File: src/rtl/clause_sequencer.sv
// Clause sweep controller: fetches each clause from clause memory, loads it into the
// ClauseRegister and hands it to the evaluator. Optional build macro: CLAUSE_SKIP_ZERO_EN.

`ifndef BIT_WIDTH_OF_INTEGER_VARIABLE
`define BIT_WIDTH_OF_INTEGER_VARIABLE 8
`endif
`ifndef NUMBER_OF_INTEGER_VARIABLES
`define NUMBER_OF_INTEGER_VARIABLES 4
`endif

module clause_sequencer #(
    parameter int NUM_CLAUSES = 8,
    parameter int ADDR_WIDTH  = 3,
    parameter int COEFF_WIDTH = `BIT_WIDTH_OF_INTEGER_VARIABLE * `NUMBER_OF_INTEGER_VARIABLES
) (
    input  logic                   in_clk,
    input  logic                   in_reset_n,
    input  logic                   in_start,
    input  logic [ADDR_WIDTH:0]    in_num_clauses,
    output logic [ADDR_WIDTH-1:0]  out_mem_addr,
    output logic                   out_mem_read_enable,
    input  logic [COEFF_WIDTH-1:0] in_mem_data,
    output logic [COEFF_WIDTH-1:0] out_clause_coefficients,
    output logic                   out_clause_write_enable,
    output logic [ADDR_WIDTH-1:0]  out_clause_index,
    output logic                   out_clause_valid,
    input  logic                   in_eval_ready,
    output logic                   out_busy,
    output logic                   out_done,
    output logic [ADDR_WIDTH:0]    out_skipped_count
);

    localparam int CNT_W = ADDR_WIDTH + 1;
    localparam logic [ADDR_WIDTH:0]   MAX_COUNT = CNT_W'(NUM_CLAUSES);
    localparam logic [ADDR_WIDTH:0]   CNT_ONE   = 1;
    localparam logic [ADDR_WIDTH-1:0] IDX_ONE   = 1;

    typedef enum logic [2:0] {
        S_IDLE,
        S_FETCH,
        S_WAIT,
        S_LOAD,
        S_PRESENT,
        S_DONE
    } state_e;

    state_e                 state_q, state_d;
    logic [ADDR_WIDTH-1:0]  index_q, index_d;
    logic [ADDR_WIDTH:0]    count_q, count_d;
    logic [COEFF_WIDTH-1:0] coeff_q, coeff_d;
    logic [ADDR_WIDTH:0]    start_count;
    logic                   last_clause;
    logic                   skip_clause;

    assign start_count = (in_num_clauses > MAX_COUNT) ? MAX_COUNT : in_num_clauses;
    // count_q is never zero outside IDLE/DONE, so count_q-1 cannot underflow here.
    assign last_clause = ({1'b0, index_q} == (count_q - CNT_ONE));

`ifdef CLAUSE_SKIP_ZERO_EN
    logic [ADDR_WIDTH:0] skipped_q, skipped_d;
    assign skip_clause       = (coeff_q == '0);
    assign out_skipped_count = skipped_q;
`else
    assign skip_clause       = 1'b0;
    assign out_skipped_count = '0;
`endif

    // NOTE: sequential state uses non-blocking assignments so every register samples
    // the same pre-edge values; blocking here would create order-dependent races.
    always_ff @(posedge in_clk or negedge in_reset_n) begin
        if (!in_reset_n) begin
            state_q <= S_IDLE;
            index_q <= '0;
            count_q <= '0;
            coeff_q <= '0;
`ifdef CLAUSE_SKIP_ZERO_EN
            skipped_q <= '0;
`endif
        end else begin
            state_q <= state_d;
            index_q <= index_d;
            count_q <= count_d;
            coeff_q <= coeff_d;
`ifdef CLAUSE_SKIP_ZERO_EN
            skipped_q <= skipped_d;
`endif
        end
    end

    // NOTE: every variable gets its hold value first, so no path through the case
    // statement leaves one unassigned and no latch is inferred.
    always_comb begin
        state_d = state_q;
        index_d = index_q;
        count_d = count_q;
        coeff_d = coeff_q;
`ifdef CLAUSE_SKIP_ZERO_EN
        skipped_d = skipped_q;
`endif
        unique case (state_q)
            S_IDLE: begin
                if (in_start) begin
                    count_d = start_count;
                    index_d = '0;
`ifdef CLAUSE_SKIP_ZERO_EN
                    skipped_d = '0;
`endif
                    state_d = (start_count == '0) ? S_DONE : S_FETCH;
                end
            end
            S_FETCH: state_d = S_WAIT;
            S_WAIT: begin
                coeff_d = in_mem_data;
                state_d = S_LOAD;
            end
            S_LOAD: begin
                if (skip_clause) begin
`ifdef CLAUSE_SKIP_ZERO_EN
                    skipped_d = skipped_q + CNT_ONE;
`endif
                    if (last_clause) begin
                        state_d = S_DONE;
                    end else begin
                        index_d = index_q + IDX_ONE;
                        state_d = S_FETCH;
                    end
                end else begin
                    state_d = S_PRESENT;
                end
            end
            S_PRESENT: begin
                if (in_eval_ready) begin
                    if (last_clause) begin
                        state_d = S_DONE;
                    end else begin
                        index_d = index_q + IDX_ONE;
                        state_d = S_FETCH;
                    end
                end
            end
            S_DONE:  state_d = S_IDLE;
            default: state_d = S_IDLE;
        endcase
    end

    // Outputs decode from registered state, so reset forces them all low at once.
    assign out_mem_addr            = index_q;
    assign out_mem_read_enable     = (state_q == S_FETCH);
    assign out_clause_coefficients = coeff_q;
    assign out_clause_write_enable = (state_q == S_LOAD) && !skip_clause;
    assign out_clause_index        = index_q;
    assign out_clause_valid        = (state_q == S_PRESENT);
    assign out_busy                = (state_q != S_IDLE);
    assign out_done                = (state_q == S_DONE);

endmodule

File: config.mk
export PLATFORM = sky130hd
export DESIGN_NAME = clause_sequencer
export DESIGN_NICKNAME = d
export VERILOG_FILES = /design/src/rtl/clause_sequencer.sv
export SDC_FILE = /design/constraint.sdc
export NUM_CORES = 1
export LEC_CHECK = 0
export ABC_AREA = 1
export CAP_MARGIN = 10
export CORE_MARGIN = 2
export CORE_UTILIZATION = 44
export DETAILED_ROUTE_END_ITERATION = 10
export PLACE_DENSITY = 0.95
export SLEW_MARGIN = 10
export SYNTH_ARGS = -nofsm -noshare
export SYNTH_HDL_FRONTEND = slang
export SYNTH_SLANG_ARGS = --single-unit
File: constraint.sdc
create_clock -name in_clk -period 4.7 [get_ports in_clk]
set_clock_uncertainty 0.2 [all_clocks]
set_input_delay 1.41 -clock in_clk [delete_from_list [all_inputs] [get_ports in_clk]]
set_output_delay 1.41 -clock in_clk [all_outputs]
set_load 0.03 [all_outputs]
==> out/results.txt <==
Clk_lat worst skew -> 0.28 ns
CTS root buf -> clkbuf_8
Synth cell types -> 24
CP startpoint kind -> register
Num rows -> 23
Sequential Power Share -> 31.7%
Largest area contributor in the netlist -> dfrtp_1
Max Cap Viol -> 0
Nets -> 289
DR WL/cell -> 13.3 um
TritonCTS clock tree -> built
CP Buf/Inv Count -> 2
First-pass GRT wire length -> 6670 um
Count leader, synth -> dfrtp_1
Reg clk slew, reported paths -> 0.08 ns
Final Hold Fails -> 0
Setup TNS -> 0 ns
Maximum root-to-sink buffer count -> 2
Post-Syn Area -> 0.00189 mm^2
Critical path, cell by cell -> inv_2 > nand2_2 > nor2_2 > clkdlybuf4s50_1
Register-to-register setup slack -> 2.83 ns
Adder-Cell Fraction of Synth Area -> 1.32%
Sequential share of the synthesized area -> 55.5%
Sw power -> 0.000836 W
H-tree levels -> 2
Leak -> 1.23 nW
Status -> complete, no violations
Routed via count -> 1413
CTS buffer count -> 5
Main synth FF type -> dfrtp_1
Dominant cells by area after synthesis -> dfrtp_1 56%, mux2_2 18%, nand2_1 4.2%, inv_1 3.6%, buf_4 2.8%
Die Y -> 69.6 um
Worst endpoint required time -> 3.09 ns
Top routing layer in use -> met4
Worst Hold Class -> reg2reg
Achievable Freq -> 295 MHz
Syn Area/Cell -> 11.5 um^2
Max stage delay on crit path -> 0.71 ns
Critical path's slowest cell -> clkdlybuf4s50_1
Crit path max fanout -> 5
CTS sink cnt -> 42
Met1 WL -> 1630 um
DRT Pass-1 Iters -> 4
RSZ-0062 raised after global routing -> no
# DRC -> 0
Commonest cells post-synth -> 42 x dfrtp_1, 30 x mux2_2, 21 x nand2_1, 18 x inv_1, 14 x nor2_1
Final Cycle Share -> 72.0%
Synthesis warning total -> 0
Initial antenna violation count -> 0
Number of global-route vias before repair -> 1511
Worst EP arrival -> 1.78 ns
Clock power share -> 10.7%
Slew Viols, Final -> 0
Met2 wire length -> 2000 um
Pin slew with the least headroom to its limit -> 0.931 ns
Layout cell share with drive strength beyond 1 -> 19.0%
DPL Wire Length -> 2970 um
Post-Synth XOR/XNOR Area -> 0.925%
Setup repair bufs after CTS -> 0
GP Congestion -> 0.746
ANT cells -> 0
Initial Utilization -> 46.7%
Met3 WL post-DR -> 292 um
Ys async rst share -> 100%
Hold-fix buffers, CTS -> 0
Synth Area in Simple Gates -> 12.3%
Chip width -> 69.6 um
Vias/cell -> 4.76
Worst slew margin -> 37.9%
Core ar. -> 0.00406 mm^2
IO buf count -> 82
Crit Path Class -> reg2out
Max VDD drop -> 0.000414 V
GRT Total Usage -> 17.3%
Combinational power share -> 57.6%
Boundary Pins -> 87
Final min period -> 3.39 ns
DIE AREA -> 0.00484 mm^2
P_int -> 0.00117 W
CP top delay family -> buffers and inverters
Synthesized instance count -> 165
Largest family of logic cells by synthesized area -> multiplexers
Pin count of the biggest net entering global routing -> 43
Top-area cell type share of the netlist area -> 55.5%
Final WL -> 3950 um
Synth Area in Compound Gates -> 1.98%
Post-synthesis mux area share -> 19.4%
Setup violations, final -> 0
Post-DRT Antenna Nets -> 0
Filler cell count in the final layout -> 320
CTS resizes -> 0
CP endpoint kind -> primary output
Area grow syn2layout -> 46.5%
Number of enable flip-flop cells after synthesis -> 0
Number of synthesized register bits -> 42
Pwr Total -> 0.00201 W
Grt total ovfl -> 0
Sw frac -> 41.7%
Drt first-iter violations -> 80
PwrDens -> 724 mW/mm^2
-- flip-flops by register name, summed over array words and instances (netlist names) --
signal	flops
count_q	4
state_q	3
out_clause_coefficients	32
out_clause_index	3
-- power groups by stage --
stage               combinational (W)  sequential, W  clock (W)
CTS                           0.00117       0.000637   0.000223
floorplan                    0.000454       0.000924          0
finish                        0.00116       0.000636   0.000214
detailed placement            0.00117       0.000643          0
global route                  0.00122       0.000661   0.000240
global placement              0.00114       0.000627          0
-- worst reg2reg max path, cell delays in order, from the launching register on --
cell and delay, ns:
dfrtp_1 0.44, nor2_2 0.17, nand2_2 0.46, mux2_2 0.48
-- cell usage in the layout, fill, tap and decap left out --
cell type,count
a21oi_1,1
buf_2,1
clkbuf_1,2
clkbuf_8,5
clkdlybuf4s50_1,81
conb_1,4
dfrtp_1,42
ha_1,2
inv_1,18
inv_2,1
mux2_2,30
mux2_4,2
nand2_1,21
nand2_2,3
nand3_1,6
nand3_2,1
nand3b_1,1
nand4_1,1
nor2_1,14
nor2_2,2
nor2_4,1
nor3_1,1
o21ai_0,1
o21ai_2,1
o22ai_1,3
xnor2_1,2
-- layout make-up --
type,count,area [um^2],share of cell area (%)
Clock buffer,7,76.3,2.75
Tap cell,50,62.6,2.26
Multi-Input combinational cell,97,696,25.1
Inverter,19,71.3,2.57
Timing Repair Buffer,82,816,29.4
Sequential cell,42,1050,37.9
-- final timing paths --
check | startpoint | end | cells after the start
max in group asynchronous | in_reset_n | state_q[0] | 1
min in group asynchronous | in_reset_n | state_q[2] | 1
worst max register to register | state_q[0] | out_clause_coefficients[27] | 3
worst min register to register | out_clause_coefficients[25] | out_clause_coefficients[25] | 1
worst min-delay path | out_clause_coefficients[25] | out_clause_coefficients[25] | 1
worst max-delay path | state_q[1] | out_clause_valid | 4
-- layer usage --
layer | global-route usage (%) | up-vias
li1 | - | 686
met4 | 5.88 | 0
met1 | 20.1 | 669
met5 | 0 | -
met3 | 5.23 | 4
met2 | 30.4 | 54
-- logic make-up (layout without fill, tap and decap cells) --
kind of cell,count (synthesis),after routing
DFF,42,42
xor gates and xnor gates,2,2
muxes,32,32
other,1,4
adders and majority gates,2,2
and+or+nand+nor,51,51
buffers and inverters,29,108
AOI/OAI and AO/OA,6,6
-- per-stage QoR --
step | util, % | setup slack (ns) | hold WS [ns] | cell area [um^2] | std cells
after global routing | 68.3 | 1.22 | 0.317 | 2770 | 297
after floorplan | - | 2.12 | 0.306 | 1900 | 168
after CTS | 68.3 | 1.31 | 0.308 | 2770 | 297
after global placement | 66.5 | 1.70 | 0.285 | 2700 | 290
final | 68.3 | 1.31 | 0.304 | 2770 | 297
after detailed placement | 66.5 | 1.64 | 0.292 | 2700 | 290
Power figures use the tool's default switching activity.
==> patch 1, RTL diff (config.mk and constraints unchanged) <==
Change the parameter `ADDR_WIDTH` from 3 to 5.
--- a/src/rtl/clause_sequencer.sv
+++ b/src/rtl/clause_sequencer.sv
@@ -10,7 +10,7 @@
 
 module clause_sequencer #(
     parameter int NUM_CLAUSES = 8,
-    parameter int ADDR_WIDTH  = 3,
+    parameter int ADDR_WIDTH  = 5,
     parameter int COEFF_WIDTH = `BIT_WIDTH_OF_INTEGER_VARIABLE * `NUMBER_OF_INTEGER_VARIABLES
 ) (
     input  logic                   in_clk,
Interface: changed (resized in_num_clauses, out_clause_index, out_mem_addr and out_skipped_count); port bits go from 87 to 95. The function was not compared with the original's and may differ.
==> patch 1 against the original RTL <==
Total power increased by 12%. Wire length grew 19%. Count of clock-buffer cells in the layout is 1 lower. Highest routed layer unchanged. Synthesized area rose by 19%. Largest cell class unchanged. Register-to-register slack worse by 0.21 ns. Final area rose by 17%. Sequential cell count rose by 4. Setup slack lost 0.051 ns. Worst hold slack better by 0.0053 ns. Global-route usage fell by 0.47 points. Via count increased by 23%.
==> patch 1: results (changes against the original RTL) <==
Run status
  – Status: complete, no violations

Worst setup path
  – RR Startpoint: state_q[2]$_DFFE_PN0P_
  – CP peak stage delay: 0.74 ns (+0.03 ns)
  – Delay-heaviest family, CP: buffers and inverters
  – Reg2reg path depth: 3 (unchanged)
  – Critical R2R Capture: out_clause_coefficients[10]$_DFFE_PN0P_
  – Critical path data arrival time: 1.83 ns (+0.05 ns)
  – Worst-path fanout max: 7 (+2)
  – Slowest CP cell: clkdlybuf4s50_1
  – R2r setup slk: 2.62 ns (-0.21 ns)

GRT
  – GR met1 Demand/Resource: 18.9% (-1.2 points)
  – Met2 global-route usage: 31.1% (+0.66 points)
  – Met3 GRT Util: 4.89% (-0.34 points)
  – First-pass GRT wire length: 7220 microns (+8.4%)
  – Largest net degree at the start of global routing: 47 (+9.3%)
  – Total Routing Usage GR: 16.9% (-0.47 points)

Pwr
  – Logic power comb: 1.28 mW (+10%)
  – Flop pwr share: 30.1% (-1.6 points)
  – Peak VDD IR: 401 uV (-3.2%)
  – Internal power: 1.32 mW (+12%)
  – Logic gate share of total power: 56.8% (-0.8 points)
  – P_leak: 1.45 nW (+18%)

Placed design
  – PortBufs: 88 (+7.3%)
  – Hpwl dp: 3540 microns (+19%)
  – Dpl ws: 1.57 ns (-0.0769 ns)
  – GP Congestion: 0.794 (+6.4%)
  – Area post-placement: 3120 sq um (+16%)

Worst hold path
  – Min-delay src: out_clause_coefficients[11]$_DFFE_PN0P_
  – Hold depth: 1 (unchanged)
  – Hold Path Sink: out_clause_coefficients[11]$_DFFE_PN0P_

Clock network
  – Clock Latency Late Sink: 0.29 ns
  – H-tree depth: 2 (unchanged)
  – Clk Tree Root Cell: clkbuf_8
  – PostCTS Resize Cnt: 0 (unchanged)
  – Number of buffers created by CTS: 5 (unchanged)

Timing
  – Rel. slew slack: 33.9% (-4.0 points)
  – Min Hold Slack: 0.309 ns (+0.00530 ns)

Synthesis
  – Compound-Gate Fraction of Synth Area: 2.88% (+0.90 points)
  – Synth top area cells: dfrtp_1 51%, mux2_2 16%, nand2_1 6.5%
  – Distinct cells, synth: 26 (+8.3%)
  – Warnings, synthesis: 0 (unchanged)
  – Post-Syn Area per Cell: 10.4 sq um (-9.3%)
  – Synth Area in Adders: 1.11% (-0.21 points)
  – XOR/XNOR Fraction of Synth Area: 1.94% (+1.0 points)
  – Multiplexer share of the synthesized area: 16.0% (-3.5 points)
  – Most instantiated cells after synthesis: 46 x dfrtp_1, 39 x nand2_1, 32 x mux2_2
  – Post-synthesis sequential area ratio: 51.0% (-4.5 points)

Detailed routing
  – DR WL met3: 267 microns (-8.6%)
  – Final WL: 4690 microns (+19%)
  – Met2 wire len: 2490 microns (+25%)
  – Via count: 1,742 (+23%)
  – Met1 wire length: 1890 microns (+16%)
  – Initial DRC Count: 89 (+11%)

Final layout
  – Final cell count without fillers: 373 (+26%)
  – Final nets: 347 (+20%)
  – Share of post-route cells with drive strength above 1: 18.2% (-0.88 points)
  – Inserted Diodes: 0 (unchanged)
  – Max reg flops: 32 (unchanged)
==> patch 1: worst max-delay path by stage <==
| stage | startpoint | endpoint | slack, ns |
|---|---|---|---|
| 6_report | state_q[2]$_DFFE_PN0P_ | out_clause_write_enable | 1.26 |
| 5_1_grt | state_q[1]$_DFFE_PN0P_ | out_clause_write_enable | 1.19 |
| 4_1_cts | state_q[2]$_DFFE_PN0P_ | out_clause_write_enable | 1.24 |
| 3_5_place_dp | state_q[2]$_DFFE_PN0P_ | out_clause_write_enable | 1.57 |
| 3_3_place_gp | state_q[2]$_DFFE_PN0P_ | out_clause_write_enable | 1.63 |
| 2_1_floorplan | state_q[2]$_DFFE_PN0P_ | out_clause_write_enable | 1.87 |
==> patch 1: layout make-up <==
class,instances,area (sq um)
sequential,46,1150
tap,70,87.6
multi-input combinational,138,918
inverter,24,90.1
clock buffer,6,82.6
fill,413,1810
clock inverter,1,30.0
timing repair buffer,88,876
==> patch 2, RTL diff (same settings) <==
Without the edit above. Encoding of `state_e`: now Gray code (3 bits for 6 states).
--- a/src/rtl/clause_sequencer.sv
+++ b/src/rtl/clause_sequencer.sv
@@ -36,12 +36,12 @@
     localparam logic [ADDR_WIDTH-1:0] IDX_ONE   = 1;
 
     typedef enum logic [2:0] {
-        S_IDLE,
-        S_FETCH,
-        S_WAIT,
-        S_LOAD,
-        S_PRESENT,
-        S_DONE
+        S_IDLE    = 3'b000,
+        S_FETCH   = 3'b001,
+        S_WAIT    = 3'b011,
+        S_LOAD    = 3'b010,
+        S_PRESENT = 3'b110,
+        S_DONE    = 3'b111
     } state_e;
 
     state_e                 state_q, state_d;
Check against the original RTL: same outputs for any inputs over 10 cycles, from zero or initial values and one cycle with in_reset_n low; not proved beyond that.
==> patch 2 against the original RTL <==
Wire length rose by 8.3%. Final area rose by 5.2%. Utilization fell by 1.8 points. Die area rose by 6.2%. Total power rose by 10%. Setup slack improved by 0.025 ns. Sequential cell count did not move. Count of clock-buffer cells in the layout fell by 1. Via count rose by 2.9%. Fmax rose by 0.76%. Global-route usage fell by 0.32 points. Synthesized area rose by 6.5%.
==> patch 2: results (changes against the original RTL) <==
Final layout
  – # clk buffers: 6 (-1)
  – Fraction of area in registers: 36.0% (-1.9 points)
  – Clock-cell share: 3.26% (+0.51 points)
  – Multi-input gate share of total cell area: 28.1% (+3.0 points)
  – Fill count: 349 (+9.1%)
  – Area of the multi-input gates: 820 sq um (+18%)
  – NonClk Buf Share: 28.0% (-1.5 points)
  – Seq_cells: 42 (unchanged)
  – Max reg flops: 32 (unchanged)
  – Count of multi-input gates: 98 (+1.0%)
  – Final cell count without fillers: 301 (+1.3%)
  – Share of post-route cells with drive strength above 1: 20.9% (+1.9 points)

Placed design
  – Area post-placement: 2820 sq um (+4.7%)
  – Dpl ws: 1.67 ns (+0.0294 ns)
  – Post-Place Cells: 293 (+1.0%)
  – GP Congestion: 0.761 (+2.0%)
  – Hpwl dp: 3190 microns (+7.5%)

Synthesis
  – Synth Area in Adders: 1.24% (-0.081 points)
  – Multiplexer share of the synthesized area: 23.4% (+4.0 points)
  – Synth top area cells: dfrtp_1 52%, mux2_4 22%, nand2_1 5.0%
  – Post-synthesis sequential area ratio: 52.1% (-3.4 points)
  – Most instantiated cells after synthesis: 42 x dfrtp_1, 30 x mux2_4, 27 x nand2_1
  – Syn Inst Count: 166 (+0.61%)

GRT
  – First-pass GRT wire length: 6720 microns (+0.83%)
  – Met2 global-route usage: 28.8% (-1.6 points)
  – GR met1 Demand/Resource: 21.0% (+0.89 points)
  – Vias in the first global route: 1,449 (-4.1%)

Run status
  – Status: complete, no violations

Floorplan
  – Std-Cell Rows: 24 (+4.3%)

Clock network
  – Postcts setup bufs: 0 (unchanged)

Detailed routing
  – Met1 wire length: 1820 microns (+12%)
  – Via count: 1,454 (+2.9%)
  – Met2 wire len: 2120 microns (+6.0%)
  – Initial DRC Count: 29 (-64%)
  – DR WL met3: 293 microns (+0.34%)
  – Final WL: 4280 microns (+8.3%)

Pwr
  – P_leak: 1.39 nW (+13%)
  – Peak VDD IR: 408 uV (-1.5%)

Worst setup path
  – CP peak stage delay: 0.69 ns (-0.02 ns)
  – Critical path data arrival time: 1.75 ns (-0.03 ns)

Timing
  – Rel. slew slack: 26.6% (-11 points)
## patch 2: path summary, 6_finish.rpt
kind / cells after the start / slack [ns] / endpoint / startpoint
worst max-delay path: 4 / 1.34 / out_clause_write_enable / state_q[0]$_DFFE_PN0P_
worst min-delay path: 1 / 0.31 / out_clause_coefficients[3]$_DFFE_PN0P_ / out_clause_coefficients[3]$_DFFE_PN0P_
worst max register to register: 3 / 2.32 / out_clause_coefficients[11]$_DFFE_PN0P_ / state_q[2]$_DFFE_PN0P_
worst min register to register: 1 / 0.31 / out_clause_coefficients[3]$_DFFE_PN0P_ / out_clause_coefficients[3]$_DFFE_PN0P_
max in group asynchronous: 1 / 2.66 / out_clause_coefficients[25]$_DFFE_PN0P_ / in_reset_n
min in group asynchronous: 1 / 1.06 / out_clause_coefficients[7]$_DFFE_PN0P_ / in_reset_n
## patch 2: power by group
part           switching [mW]  internal [mW]
Sequential              0.110          0.540
Clock                   0.122          0.118
Combinational           0.673          0.652
